--- config.mk ---
export PLATFORM = sky130hd
export DESIGN_NAME = bcd_counter_multi
export DESIGN_NICKNAME = d
export VERILOG_FILES = /design/src/rtl/bcd_counter_multi.sv
export SDC_FILE = /design/constraint.sdc
export NUM_CORES = 1
export LEC_CHECK = 0
export CAP_MARGIN = 20
export CORE_MARGIN = 1
export CORE_UTILIZATION = 52
export DETAILED_ROUTE_END_ITERATION = 10
export GPL_ROUTABILITY_DRIVEN = 1
export PLACE_DENSITY = 0.81
export REMOVE_ABC_BUFFERS = 1
export SYNTH_ARGS = -nofsm -noshare
export SYNTH_HDL_FRONTEND = slang
export SYNTH_SLANG_ARGS = --single-unit
--- constraint.sdc ---
create_clock -name clk -period 2.66 [get_ports clk]
set_input_delay 0.532 -clock clk [delete_from_list [all_inputs] [get_ports clk]]
set_output_delay 0.532 -clock clk [all_outputs]
set_load 0.02 [all_outputs]
--- src/rtl/bcd_counter_multi.sv ---
// Multi-decade packed-BCD up/down counter with clear, clamped parallel load,
// wrap-or-saturate limit handling and a registered carry/borrow pulse.
module bcd_counter_multi #(
  parameter int DIGITS = 4,
  parameter bit WRAP   = 1'b1
) (
  input  logic                  clk,
  input  logic                  reset,
  input  logic                  en,
  input  logic                  up_dn,
  input  logic                  clr,
  input  logic                  load,
  input  logic [4*DIGITS-1:0]   din,
  output logic [4*DIGITS-1:0]   dout,
  output logic                  carry_out,
  output logic                  at_limit
);

  localparam int W = 4 * DIGITS;

  logic [W-1:0] count;
  logic [W-1:0] din_clamped;
  logic [W-1:0] count_inc;
  logic [W-1:0] count_dec;
  logic [3:0]   digit;
  logic [3:0]   ld_digit;
  logic         nine_run;
  logic         zero_run;
  logic         all_nine;
  logic         all_zero;

  // Ripple the "all lower digits at 9 / at 0" condition through the decades so
  // the whole carry or borrow chain settles within one cycle.
  always_comb begin
    din_clamped = '0;
    count_inc   = '0;
    count_dec   = '0;
    digit       = '0;
    ld_digit    = '0;
    nine_run    = 1'b1;
    zero_run    = 1'b1;
    for (int k = 0; k < DIGITS; k++) begin
      digit    = count[4*k +: 4];
      ld_digit = din[4*k +: 4];
      din_clamped[4*k +: 4] = (ld_digit > 4'd9) ? 4'd9 : ld_digit;
      if (nine_run)
        count_inc[4*k +: 4] = (digit >= 4'd9) ? 4'd0 : digit + 4'd1;
      else
        count_inc[4*k +: 4] = digit;
      if (zero_run)
        count_dec[4*k +: 4] = (digit == 4'd0) ? 4'd9 : digit - 4'd1;
      else
        count_dec[4*k +: 4] = digit;
      nine_run = nine_run & (digit == 4'd9);
      zero_run = zero_run & (digit == 4'd0);
    end
    all_nine = nine_run;
    all_zero = zero_run;
  end

  assign at_limit = up_dn ? all_nine : all_zero;

  always_ff @(posedge clk or posedge reset) begin
    if (reset) begin
      count     <= '0;
      carry_out <= 1'b0;
    end else begin
      carry_out <= 1'b0;
      if (clr) begin
        count <= '0;
      end else if (load) begin
        count <= din_clamped;
      end else if (en) begin
        // At the limit the incremented/decremented value is already the wrapped
        // one; saturating mode simply refuses to take it.
        if (!at_limit || WRAP) begin
          count <= up_dn ? count_inc : count_dec;
        end
        carry_out <= at_limit && WRAP;
      end
    end
  end

  assign dout = count;

endmodule
=== After elaboration in Yosys (flattened, before gate mapping) ===
Index checks and enable logic that the tools add are counted.

* Memories: 0
* Bits in latches: 0
* Output and inout port bits: 18
* ROM bits: 0
* Flip-flop bits (word level): 17
* RAM bits: 0
* Word-level logic and storage cells: 71
* Bits of input ports: 22

* Add/sub/neg operators: 8
* Reductions and logical operators: 11
* Bitwise logic cells: 6
* Div/mod/pow operators: 0
* Multipliers: 0
* Equality and inequality tests: 7
* Multiplexer cells: 26
* $lt $le $gt $ge: 8
* Shift-type cells: 0

{| class="wikitable"
|+ Operator list
! kind !! count
|-
| $mux 4 || 18
|-
| $mux 16 || 4
|-
| $add 4x1->4 const B || 4
|-
| $eq 4x4->1 const B || 4
|-
| $ge 4x4->1 const B || 4
|-
| $gt 4x4->1 const B || 4
|-
| $logic_not 4->1 || 4
|-
| $sub 4x1->4 const B || 4
|-
| $ne 4x1->1 const B || 3
|-
| $reduce_bool 4->1 || 3
|-
| $reduce_and 3->1 || 3
|-
| $and 1x1->1 || 6
|-
| $mux 1 || 4
|-
| $reduce_bool 3->1 || 1
|}

=== Longest topological paths before layout ===
Gate-level depths: netlist of run 1.

* Depth in word-level cells: 8
* Gate-level depth with buffers: 7
* Mapped depth without buffers: 7

=== Worst setup path before layout of run 1 ===
No wires, ideal clock.

* Path kind: register to output
* Start: reg count[5] (netlist: dout[5])
* End: out at_limit
* Path slack: 0.195 ns
* Arrival: 1.933 ns
* Cell stages (with the launch flop): 7
* Cell sequence: dfrtp_1 -> inv_1 -> ha_1 -> or3b_4 -> nor4_4 -> nand2_1 -> a21oi_1

* Longest elaborated chain between the ends: 5

{| class="wikitable"
|+ RTL lines
! what !! RTL line !! text
|-
| start: declaration || 21 || <nowiki>logic [W-1:0] count;</nowiki>
|-
| start signal: assignment || 72 || <nowiki>count <= din_clamped;</nowiki>
|-
| start signal: assignment || 77 || <nowiki>count <= up_dn ? count_inc : count_dec;</nowiki>
|-
| $eq 4x4->1 / $logic_not 4->1 (equally long branches) || 54, 55 ||
|-
| $and 1x1->1 (on tied branches) (3 in a row) || 54, 55 ||
|-
| $mux 1 (*) || 61 || <nowiki>assign at_limit = up_dn ? all_nine : all_zero;</nowiki>
|-
| end: declaration || 16 || <nowiki>output logic at_limit</nowiki>
|}

Mark *: on every way between the ends. The rest lies on a longest branch, timed or not.

=== Worst setup path in the final report of run 1 ===
Same ends and word-level chain as after synthesis.

==> metrics.csv, run 1 <==
metric,value,unit
status,"complete, no violations",
gp_congestion,0.850,
grt_pass1_vias,1837,
muxShareOfSynthArea,0.0226,
crit_path_max_incr_delay,410,ps
fillers,278,
leakagePower,1.02,nW
worst_slack,160,ps
period_share,0.940,
synthAdderAreaFrac,0.0998,
post-dp-hpwl,3.69,mm
rsz0062_at_grt,no,
post_cts_buffers,0,
slowest_stage,or3b_4,
ys_seq_area_frac,0.226,
pin_count,40,
worstPathArrival,1970,ps
startpoint_type,flip-flop,
first_pass_iters,4,
path_max_fanout,3,
clock_latency,300,ps
synth_top_family_by_area,compound AO/OA/AOI/OAI gates,
holdWs,635,ps
cp_cell_sequence,inv_1 > ha_1 > or3b_4 > nor4_4 > nand2_1 > a21oi_1 > buf_2,
slew_viol_final,0,
io_buffer_count,39,
yosys.area.top_type,dfrtp_1,
synthSimpleGateAreaFrac,0.274,
synth_ff_type,dfrtp_1,
end_kind,output pin,
syn_to_final_growth,30.9,%
drt-initial-drc-count,171,
grt_use_total,0.266,
grt_first_pass_wirelength,8.39,mm
irDropWorstVdd,0.258,mV
synth-edff-count,0,
rows,21,
synth_xor_area_frac,0.00466,
ys.warnings.count,0,
synthArstFlopShare,1.00,
core,3390,um^2
die_h,62.1,um
root_buffer,clkbuf_4,
via_per_inst,5.91,
synth.distinct_cells,58,
syn_area,1880,um^2
cap_viol_max_count,0,
tritoncts.num_buffers,3,
drive_gt1_frac,0.125,
worst_slew_margin_rel,0.538,
crit_required,2130,ps
drc_errors,0,
grt_overflow_total,0,
p_per_area,343,nW/um^2
finalHoldViolCount,0,
fin_util,0.726,
synth_area_leaders,"dfrtp_1, ha_1, a21oi_1",
setup_viol,0,
wl,4.80,mm
antenna_cells,0,
max_clock_freq,0.400,GHz
synth_cells,243,
p_total,0.844,mW
nNetsFinal,333,
htreeDepth,1,
synth_compound_area_frac,0.299,
dp_slack,-202,ps
finalSetupTns,0,ps
ant_nets,0,
worstMarginPinSlew,692,ps
vias,2016,
initial_core_util,0.555,
ys_ff_latch,17,
antenna_found_initial,0,
synth_commonest_cells,"nor2_1, a21oi_1, o21ai_0, inv_1, nand2_1",
yosysMostFrequentCell,nor2_1,
grt_max_degree,39,
clockBufferDepth,2,
critical-path-top-delay-family,simple AND/OR/NAND/NOR gates,
hp-class,in2async,
synth_top_area_frac,0.226,
fin_worst_skew,1.32,ps
die_area,3860,um^2
die_w,62.1,um
path_clk_slew,100,ps
criticalPathCategory,reg2out,
worst-path-buf-inv,2,
cts.sinks,17,
synth_area_per_cell,7.74,um^2
cts_tree,yes,
finalCriticalPeriod,2500,ps
wire_per_inst,14.1,um
[per-stage QoR]
stage          area [um^2]  std cells
3_3_place_gp          2440        337
4_1_cts               2470        341
2_1_floorplan         1810        228
6_report              2460        341
3_5_place_dp          2440        337
5_1_grt               2460        341
[final timing paths]
path,from,to,slack (ps),cells after the start
min,reset,dout[4],640,2
min in group clk,dout[13],dout[13],670,3
min reg2reg,dout[13],dout[13],670,3
max,dout[5],at_limit,160,7
max in group asynchronous,reset,dout[3],1590,2
max reg2reg,dout[0],dout[6],380,7
[cells by family (layout without fill, tap and decap cells)]
logic type	after synthesis	after routing
buffers and inverters	34	86
flip-flops	17	17
XOR/XNOR	1	1
multiplexers	3	3
AO/OA/AOI/OAI	80	80
adder cells (fa/ha/maj)	15	15
AND/OR/NAND/NOR	93	93
[area by class of cell]
cell class,instances,area [um^2],share of cell area
Clock buffer,4,26.3,0.0107
Inverter,19,71.3,0.0290
Multi-Input combinational cell,192,1320,0.535
Sequential cell,17,425,0.173
Tap cell,46,57.6,0.0234
Timing Repair Buffer,63,566,0.230
[flip-flops by register name (all words and copies together), names as in the netlist]
name / flops
carry_out: 1
dout: 16
[worst reg2reg max path: cells and delay by family, from the launching register on]
family | cells | cell delay [ps]
and+or+nand+nor | 3 | 970
buffers and inverters | 2 | 270
DFF | 1 | 440
AOI/OAI and AO/OA | 1 | 340
adders and majority gates | 1 | 190
[cell usage in the layout (no fill, tap or decap), drive strengths merged, types with 2 or more instances in the layout]
cell type	instances
nand2b	8
nor3b	2
a211o	5
a32o	2
or4	2
nand4	2
or4b	2
o31ai	2
a21oi	19
ha	15
nand2	18
a311oi	2
buf	25
inv	19
a31oi	5
o21ai	20
o31a	2
nand3b	3
nor3	5
o311ai	2
nand3	13
nor4	3
nor2b	5
nor2	20
clkdlybuf4s50	38
dfrtp	17
mux2i	2
o211ai	3
o21bai	2
a211oi	4
or3b	5
clkbuf	4
[where the power goes]
part / total [mW] / switching, mW / internal, mW
clock network: 0.146 / 0.0875 / 0.0584
logic: 0.403 / 0.212 / 0.190
registers: 0.295 / 0.0193 / 0.276
total: 0.844 / 0.319 / 0.525
[metal layers]
metal	up-vias	wire length, um	share of wire	GRT usage
met4	0	87	0.018	0.0785
met2	90	2230	0.47	0.424
met5	-	0	0	0
met1	916	2110	0.44	0.366
li1	1000	-	-	-
met3	10	372	0.078	0.0478
[repair_timing]
| item | in CTS | in global routing |
|---|---|---|
| hold buffers | 0 | 0 |
| endpoints found under the setup margin | 1 | 1 |
| gates resized for setup | 2 | 2 |
| endpoints found under the hold margin | 0 | 0 |
Note: power is estimated with default switching activity, not from simulation.
==> run 2, diff against run 1 <==
--- a/config.mk
+++ b/config.mk
@@ -15,3 +15,4 @@
 export SYNTH_ARGS = -nofsm -noshare
 export SYNTH_HDL_FRONTEND = slang
 export SYNTH_SLANG_ARGS = --single-unit
+export TNS_END_PERCENT = 100
==> results of run 2 <==
The final DEF is identical to that of run 1; final timing and power are the same.
